==> src/rtl/draw_pkg.sv <==
// Shared types and constants for the sprite draw engine: screen geometry,
// colour width, transparency key, FSM state/mode enums and the address
// helpers used by the draw sequencer.
package draw_pkg;

  localparam int SPRITE_W = 8;
  localparam int SCREEN_W = 320;
  localparam int SCREEN_H = 240;
  localparam int COLOUR_W = 9;
  localparam int ADDR_W   = 17;
  localparam int CNT_W    = 6;

  localparam logic [COLOUR_W-1:0] KEY_COLOUR = 9'h000;
  localparam logic [CNT_W-1:0]    LAST_PIXEL = CNT_W'(SPRITE_W * SPRITE_W - 1);

  typedef enum logic [2:0] {
    IDLE,
    LOAD,
    DRAW,
    FLUSH,
    DONE
  } draw_state_t;

  typedef enum logic {
    MODE_CHAR,
    MODE_BG
  } draw_mode_t;

  // One pixel of the sprite box as it travels down the address/plot pipeline.
  typedef struct packed {
    logic       valid;
    logic       in_screen;
    logic [8:0] x;
    logic [7:0] y;
  } pixel_t;

  // Screen position of pixel idx (row-major) inside the box at (x0, y0).
  // Sums are widened by one bit so the on-screen test sees the true value.
  function automatic pixel_t pixel_at(logic [8:0] x0, logic [7:0] y0,
                                      logic [CNT_W-1:0] idx);
    logic [9:0] x;
    logic [8:0] y;
    x = {1'b0, x0} + {7'b0, idx[2:0]};
    y = {1'b0, y0} + {6'b0, idx[5:3]};
    pixel_at.valid     = 1'b1;
    pixel_at.in_screen = (x < 10'(SCREEN_W)) && (y < 9'(SCREEN_H));
    pixel_at.x         = x[8:0];
    pixel_at.y         = y[7:0];
  endfunction

  // y*320 + x built from two shifts so no multiplier is inferred.
  function automatic logic [ADDR_W-1:0] bg_address(logic [8:0] x, logic [7:0] y);
    return (ADDR_W'(y) << 8) + (ADDR_W'(y) << 6) + ADDR_W'(x);
  endfunction

endpackage

==> src/rtl/sprite_draw_fsm_if.sv <==
// Synchronous ROM read bus (address out, data back one cycle later).
// Used between the sequencer and its char ROM, and available to model the
// external background ROM with the same timing.
interface sprite_draw_fsm_if
  import draw_pkg::*;
#(
  parameter int AW = ADDR_W
) ();

  logic [AW-1:0]       addr;
  logic [COLOUR_W-1:0] data;

  modport master (output addr, input data);
  modport slave  (input addr, output data);

endinterface

==> src/rtl/sprite_rom.sv <==
// 64 x 9 character bitmap with a registered read port (1-cycle latency),
// so char pixels line up with the external background ROM.
// Every seventh texel holds KEY_COLOUR so the SPRITE_TRANSPARENCY_EN build
// has transparent pixels to drop.
module sprite_rom
  import draw_pkg::*;
(
  input  logic              clock,
  input  logic              resetn,
  sprite_draw_fsm_if.slave  rom
);

  function automatic logic [COLOUR_W-1:0] bitmap(logic [CNT_W-1:0] idx);
    if ((idx % 6'd7) == 6'd0) return KEY_COLOUR;
    return COLOUR_W'(idx) * 9'd7 + 9'd1;
  endfunction

  // Registered read of the constant bitmap.
  always_ff @(posedge clock or negedge resetn) begin
    // NOTE: the contents are a constant function, so only the output register
    // exists and it is reset; a RAM-backed table would not be reset here.
    if (!resetn) begin
      rom.data <= '0;
    end else begin
      // NOTE: sequential state always uses <= so every flop samples pre-edge values.
      rom.data <= bitmap(rom.addr[CNT_W-1:0]);
    end
  end

endmodule

==> src/rtl/sprite_draw_fsm.sv <==
// Sprite box draw sequencer: walks an 8x8 box row-major, issues the ROM
// address for each pixel, then plots it one cycle later when the ROM data
// is back. Draws either the character bitmap or the saved background.
// Optional feature: define SPRITE_TRANSPARENCY_EN to skip char pixels whose
// colour equals KEY_COLOUR (timing is unchanged).
module sprite_draw_fsm
  import draw_pkg::*;
(
  input  logic                clock,
  input  logic                resetn,
  input  logic                drawChar,
  input  logic                drawBG,
  input  logic [8:0]          xCoordinate,
  input  logic [7:0]          yCoordinate,
  output logic [ADDR_W-1:0]   bgAddr,
  input  logic [COLOUR_W-1:0] bgColour,
  output logic [8:0]          vgaX,
  output logic [7:0]          vgaY,
  output logic [COLOUR_W-1:0] colour,
  output logic                plot,
  output logic                doneChar,
  output logic                doneBG
);

  draw_state_t         state;
  draw_mode_t          mode;
  logic [8:0]          box_x;
  logic [7:0]          box_y;
  logic [CNT_W-1:0]    cnt;
  pixel_t              issue_pix;   // pixel whose address is on the ROM bus
  pixel_t              plot_pix;    // pixel whose data is back from the ROM
  pixel_t              next_pix;
  logic [ADDR_W-1:0]   bg_addr_q;
  logic [ADDR_W-1:0]   next_addr;
  logic                done_char_q;
  logic                done_bg_q;
  logic                req_latched;
  logic [COLOUR_W-1:0] char_colour;
  logic [COLOUR_W-1:0] pix_colour;
  logic                keyed;

  // Character bitmap: addressed directly by the pixel counter.
  sprite_draw_fsm_if #(.AW(CNT_W)) char_bus ();

  assign char_bus.addr = cnt;
  assign char_colour   = char_bus.data;

  sprite_rom u_sprite_rom (
    .clock  (clock),
    .resetn (resetn),
    .rom    (char_bus)
  );

  // The request that started the current draw; the other one is ignored
  // until the FSM is back in IDLE.
  assign req_latched = (mode == MODE_BG) ? drawBG : drawChar;

  // Next pixel to issue: pixel 0 straight from the coordinate inputs while
  // in LOAD, otherwise the successor of the current count from the latched box.
  always_comb begin
    // NOTE: every output of a combinational block gets a default first, so no
    // path leaves it unassigned and no latch is inferred.
    next_pix  = '0;
    next_addr = '0;
    if (state == LOAD) begin
      next_pix = pixel_at(xCoordinate, yCoordinate, '0);
    end else begin
      next_pix = pixel_at(box_x, box_y, cnt + CNT_W'(1));
    end
    if ((mode == MODE_BG) && next_pix.in_screen) begin
      next_addr = bg_address(next_pix.x, next_pix.y);
    end
  end

  // Draw sequencer: state, counter, address stage, plot stage and done flags.
  always_ff @(posedge clock or negedge resetn) begin
    if (!resetn) begin
      state       <= IDLE;
      mode        <= MODE_CHAR;
      box_x       <= '0;
      box_y       <= '0;
      cnt         <= '0;
      issue_pix   <= '0;
      plot_pix    <= '0;
      bg_addr_q   <= '0;
      done_char_q <= 1'b0;
      done_bg_q   <= 1'b0;
    end else begin
      // The plot stage always trails the address stage by one cycle,
      // which is exactly the ROM read latency.
      plot_pix <= issue_pix;

      case (state)
        IDLE: begin
          if (drawBG || drawChar) begin
            mode  <= drawBG ? MODE_BG : MODE_CHAR;
            state <= LOAD;
          end
        end

        LOAD: begin
          box_x     <= xCoordinate;
          box_y     <= yCoordinate;
          cnt       <= '0;
          issue_pix <= next_pix;
          bg_addr_q <= next_addr;
          state     <= DRAW;
        end

        DRAW: begin
          if (cnt == LAST_PIXEL) begin
            issue_pix <= '0;
            bg_addr_q <= '0;
            state     <= FLUSH;
          end else begin
            cnt       <= cnt + CNT_W'(1);
            issue_pix <= next_pix;
            bg_addr_q <= next_addr;
          end
        end

        FLUSH: begin
          // Last pixel is being plotted this cycle.
          done_bg_q   <= (mode == MODE_BG);
          done_char_q <= (mode == MODE_CHAR);
          state       <= DONE;
        end

        DONE: begin
          if (!req_latched) begin
            done_bg_q   <= 1'b0;
            done_char_q <= 1'b0;
            state       <= IDLE;
          end
        end

        default: state <= IDLE;
      endcase
    end
  end

`ifdef SPRITE_TRANSPARENCY_EN
  assign keyed = (mode == MODE_CHAR) && (char_colour == KEY_COLOUR);
`else
  assign keyed = 1'b0;
`endif

  assign pix_colour = (mode == MODE_BG) ? bgColour : char_colour;

  assign bgAddr   = bg_addr_q;
  assign vgaX     = plot_pix.x;
  assign vgaY     = plot_pix.y;
  assign colour   = plot_pix.valid ? pix_colour : '0;
  assign plot     = plot_pix.valid && plot_pix.in_screen && !keyed;
  assign doneChar = done_char_q;
  assign doneBG   = done_bg_q;

endmodule
==> config.mk <==
export PLATFORM = sky130hd
export DESIGN_NAME = sprite_draw_fsm
export DESIGN_NICKNAME = d
export VERILOG_FILES = /design/src/rtl/draw_pkg.sv /design/src/rtl/sprite_draw_fsm_if.sv /design/src/rtl/sprite_rom.sv /design/src/rtl/sprite_draw_fsm.sv
export SDC_FILE = /design/constraint.sdc
export NUM_CORES = 1
export LEC_CHECK = 0
export ABC_AREA = 0
export CORE_MARGIN = 3
export CORE_UTILIZATION = 45
export DETAILED_ROUTE_END_ITERATION = 7
export PLACE_DENSITY = 0.67
export SYNTH_ARGS = -nofsm -noshare
export SYNTH_HDL_FRONTEND = slang
export SYNTH_SLANG_ARGS = --single-unit
==> constraint.sdc <==
create_clock -name clock -period 5.1 [get_ports clock]
set_input_delay 1.53 -clock clock [delete_from_list [all_inputs] [get_ports clock]]
set_output_delay 1.53 -clock clock [all_outputs]
set_load 0.005 [all_outputs]
==> flow_summary_export.csv <==
group,metric,value,unit
logic_synthesis,synth_edf_count,0,
logic_synthesis,synth_fp_nets,693,
route,viasPerCell,5.61,
global_route,grt_pass1_vias,4652,
route,drt-total-wl,14.0,mm
logic_synthesis,synthTopCellsByArea,"dfrtp_1, ha_1, nand2_1",
critical_path,worst_ep_arrival_time,4960,ps
critical_path,path_class,"reg -> reg",
pwr,ir_drop,0.000229,V
route,drt-initial-drc-count,349,
placed_design,placed_area,6620,um^2
clock_tree,cts-root-buf,"clkbuf_16",
finish,nets,749,
finish,area_growth,19.4,%
job,max_cap_violations,0,
sta,worst_pin_slew,926,ps
placed_design,hpwl,10.5,mm
placed_design,gp_congestion,0.853,
critical_path,cp-start-kind,"flop",
sta,slew_headroom,0.382,
critical_path,cp.required,5330,ps
die,die_w,120,um
critical_path,reg2reg_from,"char_bus.addr[1]",
logic_synthesis,netlist_instances,614,
logic_synthesis,synth_common_cells,"dfrtp_1, nand2_1, o21ai_0",
logic_synthesis,syn_area_per_cell,9.46,um^2
critical_path,endpoint_kind,"flop",
sta,setup_tns,0,ps
pwr,p_per_area,636,nW/um^2
critical_path,rrSetupSlack,370,ps
die,boundaryPins,76,
sta,drv_slew,0,
critical_path,r2r-end,"bgAddr[14]",
sta,fin_worst_skew,9.73,ps
finish,fillCellCount,1092,
route,drcViolationCount,0,
placed_design,dp_slack,373,ps
clock_tree,clk_pin_slew,70,ps
placed_design,port_buffers,75,
die,die-area,14300,um^2
global_route,antenna_found_initial,0,
finish,final_core_utilization,0.563,
clock_tree,clock_latency,340,ps
worst_hold_path,worstHoldStart,"issue_pix[12]",
clock_tree,cts_max_level,3,
die,start_util,0.472,
clock_tree,cts_tree,"done",
global_route,grt_max_degree,62,
logic_synthesis,synth_seq_cells,93,
die,coreArea,12300,um^2
logic_synthesis,syn-cell-area,5810,um^2
critical_path,cp_max_fo,7,
logic_synthesis,synth-main-ff-cell,"dfrtp_1",
finish,final_area,6930,um^2
route,firstDrtPassIters,5,
sta,final-setup-viol-count,0,
finish,antenna_cells,0,
logic_synthesis,yosys_warnings,0,
worst_hold_path,worstHoldPathCells,0,
clock_tree,cts_made_buffers,9,
global_route,grt_usage,0.200,
die,fp.dieH,120,um
logic_synthesis,synth-seq-area-share,0.401,
logic_synthesis,synth-async-reset-ratio,1.00,
route,wl_per_cell,16.6,um
worst_hold_path,min_to,"vgaX[4]",
sta,rsz0062_at_grt,"no",
route,final_antenna_net_count,0,
logic_synthesis,yosysTopAreaCell,"dfrtp_1",
worst_hold_path,min_path_type,"reg -> reg",
clock_tree,cts.sinks,93,
sta,fmax,0.211,GHz
pwr,power_leakage,3.29,nW
sta,setup_ws,372,ps
clock_tree,post_cts_buffers,0,
clock_tree,cts.hold.buffers_added,0,
sta,period_minus_slack,4730,ps
global_route,grt-ovfl-total,0,
clock_tree,clockBufferDepth,2,
route,via_count,4727,
global_route,grt_pass1_wl,23.3,mm
status,status,"complete, no violations",
die,rows,40,
finish,drive_gt1_frac,0.0696,
logic_synthesis,synth_top_cell_area_share,0.401,
sta,hold_violations,0,
logic_synthesis,ys_types,66,
sta,period_share,0.927,
critical_path,reg2reg_depth,20,
-- registers in the layout, summed over array words and instances, names as in the netlist --
register               flops
bgAddr                    17
box_y                      8
state                      3
doneBG                     1
mode                       1
vgaX                       9
box_x                      9
plot_pix                   2
doneChar                   1
char_bus.addr              6
vgaY                       8
u_sprite_rom.rom.data      9
issue_pix                 19
-- worst max-delay path, stage by stage, from the launching register on --
cell      delay, ps
dfrtp_1         520
inv_1           110
ha_1            340
inv_1            90
fa_1            420
nor2b_1         230
o21ai_0         170
nor2_1          160
xnor2_1         130
a21boi_1        130
fa_1            650
inv_1            60
ha_1            290
a21o_1          180
a21o_1          200
a21oi_1         150
nor2b_1          70
o21ai_0         210
a21oi_1         140
xor2_1          160
a22o_1          200
-- routing by layer --
| metal | part of all wire | vias to the layer above | track usage |
|---|---|---|---|
| met1 | 0.46 | 2297 | 0.285 |
| met3 | 0.046 | 19 | 0.0297 |
| li1 | - | 2257 | - |
| met2 | 0.48 | 154 | 0.320 |
| met4 | 0.016 | 0 | 0.0565 |
| met5 | 0 | - | 0 |
-- cells by family after synthesis --
family,count (synthesis),synth area share
AND/OR/NAND/NOR,189,0.151
AO/OA/AOI/OAI,165,0.199
flip-flops,93,0.401
buffers and inverters,76,0.0648
adder cells (fa/ha/maj),49,0.118
XOR/XNOR,29,0.0437
multiplexers,13,0.0226
-- cells in the final DEF, fill, tap and decap left out, types with 3 or more instances in the layout --
master and instances:
nand2_1 93, a22o_1 21, clkdlybuf4s50_1 74, buf_4 16, o31a_1 3, o21ai_1 3
a22oi_1 6, mux2i_1 12, a21o_1 13, nand4_1 8, or3_1 3, xor2_1 15
o31ai_1 13, a31oi_1 6, o21ai_0 46, inv_1 31, dfrtp_1 93, a21oi_1 18
o21a_1 3, nor3_1 7, nand3_1 11, clkbuf_16 9, ha_1 39, nor2_1 26
xnor2_1 14, nor2b_1 21, nand2b_1 6, fa_1 10
-- worst max path at each step --
stage	from	to	slack, ps	cells past startpoint
floorplan	char_bus.addr[1]	bgAddr[14]	450	21
global placement	xCoordinate[8]	bgAddr[14]	410	14
detailed placement	xCoordinate[8]	bgAddr[14]	370	14
CTS	char_bus.addr[1]	bgAddr[14]	350	20
global route	char_bus.addr[1]	bgAddr[14]	20	20
finish	char_bus.addr[1]	bgAddr[14]	370	20
-- stage by stage --
step	std cells	hold WS, ps	power [W]
2_1_floorplan	614	354	0.00292
3_3_place_gp	827	362	0.00362
3_5_place_dp	827	367	0.00369
4_1_cts	843	382	0.00442
5_1_grt	843	394	0.00477
6_report	843	379	0.00441
-- area by class of cell --
type / count / area, um^2 / area share
tap: 168 / 210 / 0.0303
clock inverter: 7 / 85.1 / 0.0123
inverter: 31 / 116 / 0.0168
sequential: 93 / 2330 / 0.336
multi-input combinational: 445 / 3110 / 0.448
timing repair buffer: 90 / 861 / 0.124
clock buffer: 9 / 225 / 0.0325
-- power breakdown --
part / total [W] / internal [W] / switching, W / leakage (nW)
sequential: 0.00127 / 0.00104 / 0.000236 / 1.19
clock: 0.000682 / 0.000386 / 0.000295 / 0.149
combinational: 0.00245 / 0.00112 / 0.00134 / 1.95
total: 0.00441 / 0.00254 / 0.00187 / 3.29
-- timing repair --
item,in CTS,in global routing
hold endpoints to repair,0,0
gates resized for setup,0,1
endpoints found under the setup margin,0,3
Power figures use the tool's default switching activity.
